`src/rtl/lua_operand_fetch.sv`:
```
// Lua 5.3 decode and operand-fetch stage: resolves RK(B)/RK(C) and reads their TValues over Avalon-MM.
// Build option LUA_OPFETCH_NEEDMASK_EN: fetch only the operands the opcode actually uses.
module lua_operand_fetch #(
  parameter int TVALUE_SHIFT = 3
) (
  input  logic        main_clk,
  input  logic        main_rst,
  input  logic        in_valid,
  output logic        in_ready,
  input  logic [31:0] in_instr,
  input  logic [31:0] in_base,
  input  logic [31:0] in_k,
  output logic        out_valid,
  input  logic        out_ready,
  output logic [31:0] out_instr,
  output logic [31:0] out_ra_addr,
  output logic [31:0] out_rb_val,
  output logic [31:0] out_rb_tag,
  output logic [31:0] out_rc_val,
  output logic [31:0] out_rc_tag,
  output logic [31:0] avm_address,
  output logic        avm_read,
  input  logic [31:0] avm_readdata,
  input  logic        avm_waitrequest
);

  typedef enum logic [2:0] {
    S_IDLE,
    S_RB_VAL,
    S_RB_TAG,
    S_RC_VAL,
    S_RC_TAG,
    S_OUT
  } state_t;

  state_t      state_q, state_d;
  logic [31:0] instr_q, instr_d;
  logic [31:0] base_q, base_d;
  logic [31:0] k_q, k_d;
  logic [31:0] rb_val_q, rb_val_d;
  logic [31:0] rb_tag_q, rb_tag_d;
  logic [31:0] rc_val_q, rc_val_d;
  logic [31:0] rc_tag_q, rc_tag_d;

  logic        need_b_in;
  logic        need_c_in;
  logic        need_c_cur;
  logic [31:0] addr_b;
  logic [31:0] addr_c;

  // Constant-table operands use only the low 8 bits of the field; register operands use all 9.
  function automatic logic [31:0] rk_addr(input logic [8:0] x, input logic [31:0] base,
                                          input logic [31:0] k);
    if (x[8]) return k + ({24'd0, x[7:0]} << TVALUE_SHIFT);
    return base + ({23'd0, x} << TVALUE_SHIFT);
  endfunction

`ifdef LUA_OPFETCH_NEEDMASK_EN
  function automatic logic need_b_f(input logic [5:0] op);
    return (op == 6'd0) || (op == 6'd7) || (op == 6'd8) || (op == 6'd10) || (op == 6'd12) ||
           ((op >= 6'd13) && (op <= 6'd27)) || ((op >= 6'd31) && (op <= 6'd33));
  endfunction

  function automatic logic need_c_f(input logic [5:0] op);
    return (op == 6'd6) || (op == 6'd7) || (op == 6'd8) || (op == 6'd10) || (op == 6'd12) ||
           ((op >= 6'd13) && (op <= 6'd24)) || ((op >= 6'd31) && (op <= 6'd33));
  endfunction

  assign need_b_in  = need_b_f(in_instr[5:0]);
  assign need_c_in  = need_c_f(in_instr[5:0]);
  assign need_c_cur = need_c_f(instr_q[5:0]);
`else
  assign need_b_in  = 1'b1;
  assign need_c_in  = 1'b1;
  assign need_c_cur = 1'b1;
`endif

  assign addr_b      = rk_addr(instr_q[31:23], base_q, k_q);
  assign addr_c      = rk_addr(instr_q[22:14], base_q, k_q);
  assign out_ra_addr = base_q + ({24'd0, instr_q[13:6]} << TVALUE_SHIFT);

  // Reset gates in_ready directly so the block never looks ready while held in reset.
  assign in_ready   = (state_q == S_IDLE) && !main_rst;
  assign out_valid  = (state_q == S_OUT);
  assign out_instr  = instr_q;
  assign out_rb_val = rb_val_q;
  assign out_rb_tag = rb_tag_q;
  assign out_rc_val = rc_val_q;
  assign out_rc_tag = rc_tag_q;

  always_comb begin
    state_d     = state_q;
    instr_d     = instr_q;
    base_d      = base_q;
    k_d         = k_q;
    rb_val_d    = rb_val_q;
    rb_tag_d    = rb_tag_q;
    rc_val_d    = rc_val_q;
    rc_tag_d    = rc_tag_q;
    avm_read    = 1'b0;
    avm_address = '0;

    case (state_q)
      S_IDLE: begin
        if (in_valid) begin
          instr_d  = in_instr;
          base_d   = in_base;
          k_d      = in_k;
          rb_val_d = '0;
          rb_tag_d = '0;
          rc_val_d = '0;
          rc_tag_d = '0;
          if (need_b_in)      state_d = S_RB_VAL;
          else if (need_c_in) state_d = S_RC_VAL;
          else                state_d = S_OUT;
        end
      end
      S_RB_VAL: begin
        avm_read    = 1'b1;
        avm_address = addr_b;
        if (!avm_waitrequest) begin
          rb_val_d = avm_readdata;
          state_d  = S_RB_TAG;
        end
      end
      S_RB_TAG: begin
        avm_read    = 1'b1;
        avm_address = addr_b + 32'd4;
        if (!avm_waitrequest) begin
          rb_tag_d = avm_readdata;
          state_d  = need_c_cur ? S_RC_VAL : S_OUT;
        end
      end
      S_RC_VAL: begin
        avm_read    = 1'b1;
        avm_address = addr_c;
        if (!avm_waitrequest) begin
          rc_val_d = avm_readdata;
          state_d  = S_RC_TAG;
        end
      end
      S_RC_TAG: begin
        avm_read    = 1'b1;
        avm_address = addr_c + 32'd4;
        if (!avm_waitrequest) begin
          rc_tag_d = avm_readdata;
          state_d  = S_OUT;
        end
      end
      S_OUT: begin
        if (out_ready) state_d = S_IDLE;
      end
      default: state_d = S_IDLE;
    endcase
  end

  always_ff @(posedge main_clk or posedge main_rst) begin
    if (main_rst) begin
      state_q  <= S_IDLE;
      instr_q  <= '0;
      base_q   <= '0;
      k_q      <= '0;
      rb_val_q <= '0;
      rb_tag_q <= '0;
      rc_val_q <= '0;
      rc_tag_q <= '0;
    end else begin
      state_q  <= state_d;
      instr_q  <= instr_d;
      base_q   <= base_d;
      k_q      <= k_d;
      rb_val_q <= rb_val_d;
      rb_tag_q <= rb_tag_d;
      rc_val_q <= rc_val_d;
      rc_tag_q <= rc_tag_d;
    end
  end

endmodule

```
`config.mk`:
```
export PLATFORM = sky130hd
export DESIGN_NAME = lua_operand_fetch
export DESIGN_NICKNAME = d
export VERILOG_FILES = /design/src/rtl/lua_operand_fetch.sv
export SDC_FILE = /design/constraint.sdc
export NUM_CORES = 1
export LEC_CHECK = 0
export CAP_MARGIN = 20
export CORE_MARGIN = 2
export CORE_UTILIZATION = 38
export CTS_CLUSTER_DIAMETER = 60
export DETAILED_ROUTE_END_ITERATION = 12
export GPL_TIMING_DRIVEN = 0
export PLACE_DENSITY_LB_ADDON = 0.25
export SETUP_SLACK_MARGIN = 0.4
export SYNTH_ARGS = -nofsm -noshare
export SYNTH_HDL_FRONTEND = slang
export SYNTH_SLANG_ARGS = --single-unit
```
`constraint.sdc`:
```
create_clock -name main_clk -period 8.1 [get_ports main_clk]
set_input_delay 2.025 -clock main_clk [delete_from_list [all_inputs] [get_ports main_clk]]
set_output_delay 2.025 -clock main_clk [all_outputs]
set_load 0.01 [all_outputs]
```
==> qor.txt, run 1 <==
========================================================================================
Initial Util                                                                      38.23%
Dominant cells by area after synthesis                                      sky130_fd_sc_hd__dfrtp_1, sky130_fd_sc_hd__nand2_1, sky130_fd_sc_hd__xnor2_1, sky130_fd_sc_hd__ha_1, sky130_fd_sc_hd__o21ai_0
Primary flip-flop cell chosen by synthesis mapping                          sky130_fd_sc_hd__dfrtp_1
Clock period minus final worst setup slack                                       7481 ps
Area share of the largest cell type after synthesis                               35.66%
CP delay by family, top                                                     compound AO/OA/AOI/OAI gates
Clock insertion delay at the later pin of the skew report                         570 ps
CTS clock-pin slew for the worst setup and hold paths                              60 ps
Maximum resistive drop on vdd                                                   256.3 µV
Finished Layout Cells                                                               2962
Met3 Use GR                                                                       4.178%
Required time at the worst-slack endpoint                                        6080 ps
Number of buffers and inverters on the critical path                                   2
Initial antenna violation count                                                        0
Post-DRT Antenna Nets                                                                  0
Layout-stage area growth over the synthesis result                                34.46%
Global routing met1 resource utilization                                          39.23%
Share of flip-flops with an asynchronous set or reset                             100.0%
Maximum number of pins on one net before global-route repair                          44
Part of the total power dissipated in combinational logic                          66.8%
Clock Sink Count                                                                     227
Number of top-level design ports                                                     360
Horizontal extent of the die                                                    208.8 µm
Avg Synthesized Cell Area                                                      7.961 µm²
Nets                                                                                2581
Slowest library cell on the worst path                                      sky130_fd_sc_hd__clkdlybuf4s50_1
Peak fanout along the critical path                                                   10
Number of setup violations in the final report                                         0
CTS H-tree depth                                                                       1
CTS root buffer                                                             sky130_fd_sc_hd__clkbuf_16
Count of different cell masters after synthesis                                       95
Internal power of the cells                                                     5.252 mW
Final total power                                                               10.29 mW
Dpl cells                                                                           2906
Proportion of synthesized chip area in sequential cells                           35.66%
Post-synthesis register bit count                                                    227
CP startpoint kind                                                              register
Number of max-cap violations                                                           0
Synthesized cell area                                                        0.01593 mm²
Class of the worst hold path                                                register to register
Signal arrival time at the worst endpoint                                        5460 ps
First-pass GRT wire length                                                      99.06 mm
Final hold viol count                                                                  0
Reg area                                                                    0.005680 mm²
Core area                                                                    0.04167 mm²
Detailed placement HPWL                                                         52.51 mm
Total gr overflow                                                                      0
Crit end category                                                            output port
Number of vias after detailed routing                                             16.71k
Count of synthesis-stage warnings from yosys                                           0
Slowest cell delay on critical path                                               600 ps
Wire length per cell after detailed routing                                     22.29 µm
Highest-count cells in the layout ignoring fill and taps                    sky130_fd_sc_hd__nand2_1, sky130_fd_sc_hd__clkdlybuf4s50_1, sky130_fd_sc_hd__dfrtp_1, sky130_fd_sc_hd__nor2_1, sky130_fd_sc_hd__clkbuf_1
Total track usage                                                                 29.48%
Leak pwr                                                                        9.328 nW
Ordered list of cells on the worst path                                     ha_1, fa_1, a211oi_2, o211ai_2, and2_1, xnor2_1, mux2i_2, a32oi_1, nor2b_1, and3_1, buf_2, nand4_1, xnor2_1, o221ai_1, clkdlybuf4s50_1
N_diodes                                                                               0
Number of vias per cell after detailed routing                                     5.641
CP Class                                                                    register to output port
Clock Skew                                                                      14.48 ps
Layout cells sized above 1                                                        6.314%
Total Negative Setup Slacks                                                         0 ps
Net switching fraction of the power                                               48.96%
Area leader, netlist                                                        sky130_fd_sc_hd__dfrtp_1
Slew of the pin with the lowest slew margin                                      1008 ps
Status                                                                         completed
Number of search-and-repair iterations in the first detailed-routing pass              6
Net Switching                                                                   5.037 mW
Count of flip-flops with a built-in enable after synthesis                             0
Most common library cell in the layout ignoring fill and taps               sky130_fd_sc_hd__nand2_1
Via count of the first global-routing pass                                        16.23k
Multi-input logic area                                                      0.009574 mm²
Period utilization                                                                92.36%
Number of buffers between clock root and the deepest sink                              3
Post-Syn Nets                                                                       2182
Met2 Track Usage GR                                                               49.39%
Setup repair after global routing missed its margin                                   no
Clock tree from TritonCTS                                                           done
Pwr dens                                                                    480.4 mW/mm²
Relative slew slack                                                               32.20%
Highest-utilization routing layer at the global route stage                         met2
Tightest hold margin                                                            464.4 ps
Number of clock buffers inserted by TritonCTS                                         30
DRT iter0 DRCs                                                                      1563
Cell type with the highest occurrence count on the critical path            sky130_fd_sc_hd__xnor2_1
Area of the die                                                              0.04358 mm²
Placement Rows                                                                        75
Clock network fraction of design power                                             13.3%
F_max                                                                         0.1337 GHz
Total wirelength of the detailed-routed design                                  66.02 mm
Reg power frac                                                                     19.9%
Last weighted congestion value of the routability-driven placer                    1.012
Remaining design rule violation count                                                  0
Fill cell count                                                                     4088
Instance count of the mapped netlist                                                2001
Final count of pins violating max slew                                                 0
Die boundary height                                                             208.8 µm
# port buffers                                                                       359
========================================================================================
==> cell type report <==
class / instances / share of cell area (%)
multi-input combinational: 1608 / 44.70
sequential: 227 / 26.52
timing repair buffer: 367 / 17.45
clock buffer: 43 / 4.159
tap: 539 / 3.149
buffer: 138 / 2.821
clock inverter: 12 / 0.6893
inverter: 28 / 0.5082
==> power groups by stage <==
stage / combinational (mW) / sequential [mW] / clock, mW
finish: 6.88 / 2.04 / 1.37
global route: 7.38 / 2.10 / 1.44
CTS: 6.76 / 2.04 / 1.39
detailed placement: 6.72 / 2.05 / 0
global placement: 6.63 / 2.04 / 0
floorplan: 3.79 / 2.06 / 0
==> worst paths after layout <==
path                            depth (start not counted)            from  slack (ps)               to
min in group asynchronous                               2        main_rst        1890    out_rc_tag[6]
worst max register to register                          8   out_instr[22]        4310    out_instr[22]
worst max-delay path                                   15   out_instr[14]         620  avm_address[29]
worst min-delay path                                    2  out_rc_tag[31]         460   out_rc_tag[31]
max in group asynchronous                               4        main_rst        5370       base_q[25]
worst min register to register                          2  out_rc_tag[31]         460   out_rc_tag[31]
==> synth_stat cells (17+ instances only) <==
cell type / n
sky130_fd_sc_hd__nand4_1: 29
sky130_fd_sc_hd__dfrtp_1: 227
sky130_fd_sc_hd__o221ai_1: 17
sky130_fd_sc_hd__a21oi_1: 64
sky130_fd_sc_hd__inv_1: 27
sky130_fd_sc_hd__nor3_1: 25
sky130_fd_sc_hd__o211ai_1: 19
sky130_fd_sc_hd__xnor2_1: 95
sky130_fd_sc_hd__nand2_1: 581
sky130_fd_sc_hd__o22ai_1: 19
sky130_fd_sc_hd__nand3_1: 92
sky130_fd_sc_hd__mux2i_1: 34
sky130_fd_sc_hd__a22oi_1: 21
sky130_fd_sc_hd__ha_1: 43
sky130_fd_sc_hd__clkbuf_1: 99
sky130_fd_sc_hd__a22o_1: 38
sky130_fd_sc_hd__buf_2: 19
sky130_fd_sc_hd__xor2_1: 55
sky130_fd_sc_hd__a211oi_1: 18
sky130_fd_sc_hd__nor2_1: 102
sky130_fd_sc_hd__o21ai_0: 98
sky130_fd_sc_hd__a21o_1: 23
==> cell families after synthesis <==
group	after synthesis	synth area share [%]
simple gates	950	26.45
compound gates	416	18.36
flops	227	35.66
buf+inv	166	4.391
xor+xnor	151	8.349
fa+ha+maj	48	4.006
mux	43	2.788
==> routing by layer <==
metal,vias up,part of all wire (%)
li1,7784,-
met1,8055,43
met2,744,47
met3,125,7.1
met4,0,3.4
met5,-,0
==> worst min-delay path: cells and delay by family, from the launching register on <==
kind / cells / cell delay (ps)
flops: 1 / 330
simple gates: 2 / 100
==> stage by stage <==
| stage | util, % | instance area [µm²] | setup WS, ps |
|---|---|---|---|
| 6_report | 51.41 | 21420 | 618.6 |
| 5_1_grt | 51.41 | 21420 | 402.7 |
| 3_5_place_dp | 48.80 | 20330 | 584.2 |
| 2_1_floorplan | - | 15930 | 2386 |
| 4_1_cts | 51.31 | 21380 | 482.1 |
| 3_3_place_gp | 48.49 | 20200 | 613.4 |
==> sequential cells by signal, summed over array words and instances, names as in the netlist <==
name,cells
out_rc_val,32
k_q,32
out_instr,32
out_rc_tag,32
state_q,3
base_q,32
out_rb_tag,32
out_rb_val,32
==> what timing repair did <==
| item | CTS | global route |
|---|---|---|
| buffers inserted | 0 | 0 |
| gates resized for setup | 5 | 9 |
| pin swaps | 0 | 0 |
| hold buffers | 0 | 0 |
| setup endpoints to repair | 10 | 17 |
(Power assumes the default switching activity.)
==> inputs of run 2 (changes only) <==
--- a/config.mk
+++ b/config.mk
@@ -13,6 +13,7 @@
 export GPL_TIMING_DRIVEN = 0
 export PLACE_DENSITY_LB_ADDON = 0.25
 export SETUP_SLACK_MARGIN = 0.4
+export SKIP_LAST_GASP = 1
 export SYNTH_ARGS = -nofsm -noshare
 export SYNTH_HDL_FRONTEND = slang
 export SYNTH_SLANG_ARGS = --single-unit
==> results of run 2 <==
Same layout as run 1: the final DEF is identical, and so are final timing and power.
==> inputs of run 3 (changes only) <==
--- a/config.mk
+++ b/config.mk
@@ -5,7 +5,6 @@
 export SDC_FILE = /design/constraint.sdc
 export NUM_CORES = 1
 export LEC_CHECK = 0
-export CAP_MARGIN = 20
 export CORE_MARGIN = 2
 export CORE_UTILIZATION = 38
 export CTS_CLUSTER_DIAMETER = 60
==> run 3 against run 2 <==
- die area did not move
- sequential power is essentially flat
- routed wire length up 0.13%
- fmax about the same
- global-route usage is essentially flat
- critical path type unchanged
- critical endpoint unchanged
- highest routed layer is now met5
==> qor.txt, run 3 (same netlist as run 1, synthesis figures left out) <==
========================================================================================
Post-DRT Antenna Nets                                                                  0   unchanged
Clock Sink Count                                                                     227   unchanged
Layout-stage area growth over the synthesis result                                33.98%
Ordered list of cells on the worst path                                     ha_1, buf_2, a21oi_1, o21ai_0, clkbuf_1, nor2_1, o221ai_1, a22oi_1, nor2b_1, and3_1, buf_2, nand4_1, xnor2_1, o221ai_1, clkdlybuf4s50_1
Number of clock buffers inserted by TritonCTS                                         30   unchanged
Number of vias after detailed routing                                             16.61k   -0.57%
Final hold viol count                                                                  0   unchanged
Leak pwr                                                                        9.284 nW   -0.47%
Remaining design rule violation count                                                  0   unchanged
Horizontal extent of the die                                                    208.8 µm   unchanged
Number of top-level design ports                                                     360   unchanged
Reg power frac                                                                     20.0%   about the same
Setup repair after global routing missed its margin                                   no
Relative slew slack                                                               24.91%   -7.3 points
Number of max-cap violations                                                           0   unchanged
Number of setup violations in the final report                                         0   unchanged
Total gr overflow                                                                      0   unchanged
Required time at the worst-slack endpoint                                        6080 ps   about the same
CP startpoint kind                                                              register
Pwr dens                                                                    478.6 mW/mm²   -0.36%
Net switching fraction of the power                                               49.22%   +0.27 points
Placement Rows                                                                        75   unchanged
Signal arrival time at the worst endpoint                                        5460 ps   about the same
Clock network fraction of design power                                             12.8%   -0.5 points
Area of the die                                                              0.04358 mm²   unchanged
CTS root buffer                                                             sky130_fd_sc_hd__clkbuf_16
Detailed placement HPWL                                                         52.63 mm   +0.23%
Clock period minus final worst setup slack                                       7488 ps   +6.376 ps
Die boundary height                                                             208.8 µm   unchanged
Part of the total power dissipated in combinational logic                          67.2%   +0.4 points
Number of search-and-repair iterations in the first detailed-routing pass              5   -1
Clock Skew                                                                      17.03 ps   +2.555 ps
Wire length per cell after detailed routing                                     22.33 µm   +0.19%
Number of vias per cell after detailed routing                                     5.612   -0.51%
Initial antenna violation count                                                        2   +2
Nets                                                                                2579   -0.077%
Highest-count cells in the layout ignoring fill and taps                    sky130_fd_sc_hd__nand2_1, sky130_fd_sc_hd__clkdlybuf4s50_1, sky130_fd_sc_hd__dfrtp_1, sky130_fd_sc_hd__clkbuf_1, sky130_fd_sc_hd__nor2_1
F_max                                                                         0.1336 GHz   about the same
Class of the worst hold path                                                register to register
Number of setup buffers added after CTS                                                0   unchanged
Internal power of the cells                                                     5.187 mW   -1.2%
Status                                                                         completed
Met2 Track Usage GR                                                               49.62%   +0.23 points
Layout cells sized above 1                                                        6.072%   -0.24 points
CTS clock-pin slew for the worst setup and hold paths                              60 ps   about the same
First-pass GRT wire length                                                      98.70 mm   -0.37%
Dpl cell area                                                                0.02032 mm²   about the same
Total Negative Setup Slacks                                                         0 ps   unchanged
Slowest library cell on the worst path                                      sky130_fd_sc_hd__dfrtp_1
Crit end category                                                            output port
Maximum number of pins on one net before global-route repair                          44   unchanged
Slew of the pin with the lowest slew margin                                      1126 ps   +118.7 ps
Period utilization                                                                92.44%   about the same
# port buffers                                                                       359   unchanged
Final count of pins violating max slew                                                 0   unchanged
Met3 Use GR                                                                       4.719%   +0.54 points
CP Class                                                                    register to output port
Via count of the first global-routing pass                                        16.16k   -0.47%
Cell count of the worst hold path                                                      2   unchanged
Peak fanout along the critical path                                                   10   unchanged
Maximum resistive drop on vdd                                                   263.5 µV   +2.8%
Core area                                                                    0.04167 mm²   unchanged
Last weighted congestion value of the routability-driven placer                    1.012   unchanged
Total track usage                                                                 29.48%   about the same
Global routing met1 resource utilization                                          38.80%   -0.43 points
Highest-utilization routing layer at the global route stage                         met2
CTS H-tree depth                                                                       1   unchanged
Most common library cell in the layout ignoring fill and taps               sky130_fd_sc_hd__nand2_1
Total wirelength of the detailed-routed design                                  66.11 mm   +0.13%
Initial Util                                                                      38.23%   unchanged
Final total power                                                               10.22 mW   -0.72%
Final instance area                                                          0.02134 mm²   -0.36%
Count of cells along the worst register-to-register path                               8   unchanged
Slowest cell delay on critical path                                               640 ps   +40 ps
DRT iter0 DRCs                                                                      1513   -3.2%
N_diodes                                                                               0   unchanged
Net Switching                                                                   5.028 mW   -0.18%
Clock insertion delay at the later pin of the skew report                         570 ps   about the same
Clock tree from TritonCTS                                                           done
Number of buffers between clock root and the deepest sink                              3   unchanged
========================================================================================
run 3: repair_timing:
| item | in CTS | in global routing |
|---|---|---|
| resized for setup | 4 | 13 |
| pin swaps | 0 | 1 |
| hold buffers | 0 | 0 |
| endpoints found under the setup margin | 10 | 18 |
run 3: worst max-delay path, delay by kind of cell, from the launching register on:
kind	cells	cell delay (ps)
DFF	1	640
adders and majority gates	1	320
AOI/OAI and AO/OA	5	1500
xor gates and xnor gates	1	190
buffers and inverters	4	1250
and+or+nand+nor	4	990
run 3: layout make-up:
type,count,area [µm²]
tap,539,674.4
inverter,28,108.9
clock inverter,11,116.4
multi-input combinational,1608,9580
buffer,138,604.3
timing repair buffer,365,3714
sequential,227,5680
clock buffer,44,864.6
fill,4042,20320
run 3: per-layer routing:
layer	routed length, µm	share of wire [%]
met5	17	0.026
met3	5072	7.7
met1	27790	42
met2	31010	47
met4	2212	3.3
run 3: through the flow:
stage,hold slack [ps],utilization [%],std cells,worst slack (ps)
floorplan,446.1,-,2001,2386
global placement,447.5,48.49,2899,613.4
detailed placement,455.1,48.77,2905,595.9
CTS,466.8,51.14,2960,424.6
global route,485.4,51.23,2960,422.9
finish,464.6,51.23,2960,612.2
run 3: power by group through the flow:
stage / sequential, mW / clock, mW / combinational, mW
2_1_floorplan: 2.06 / 0 / 3.79
5_1_grt: 2.10 / 1.37 / 7.36
6_report: 2.05 / 1.30 / 6.87
3_3_place_gp: 2.04 / 0 / 6.63
4_1_cts: 2.04 / 1.33 / 6.76
3_5_place_dp: 2.05 / 0 / 6.72
run 3: final timing paths:
check | start | endpoint | slack, ps
max | base_q[11] | avm_address[29] | 610
min | out_rc_tag[14] | out_rc_tag[14] | 460
max reg2reg | out_instr[22] | out_instr[22] | 4260
min reg2reg | out_rc_tag[14] | out_rc_tag[14] | 460
max in group asynchronous | main_rst | base_q[25] | 5370
min in group asynchronous | main_rst | out_rc_tag[6] | 1890
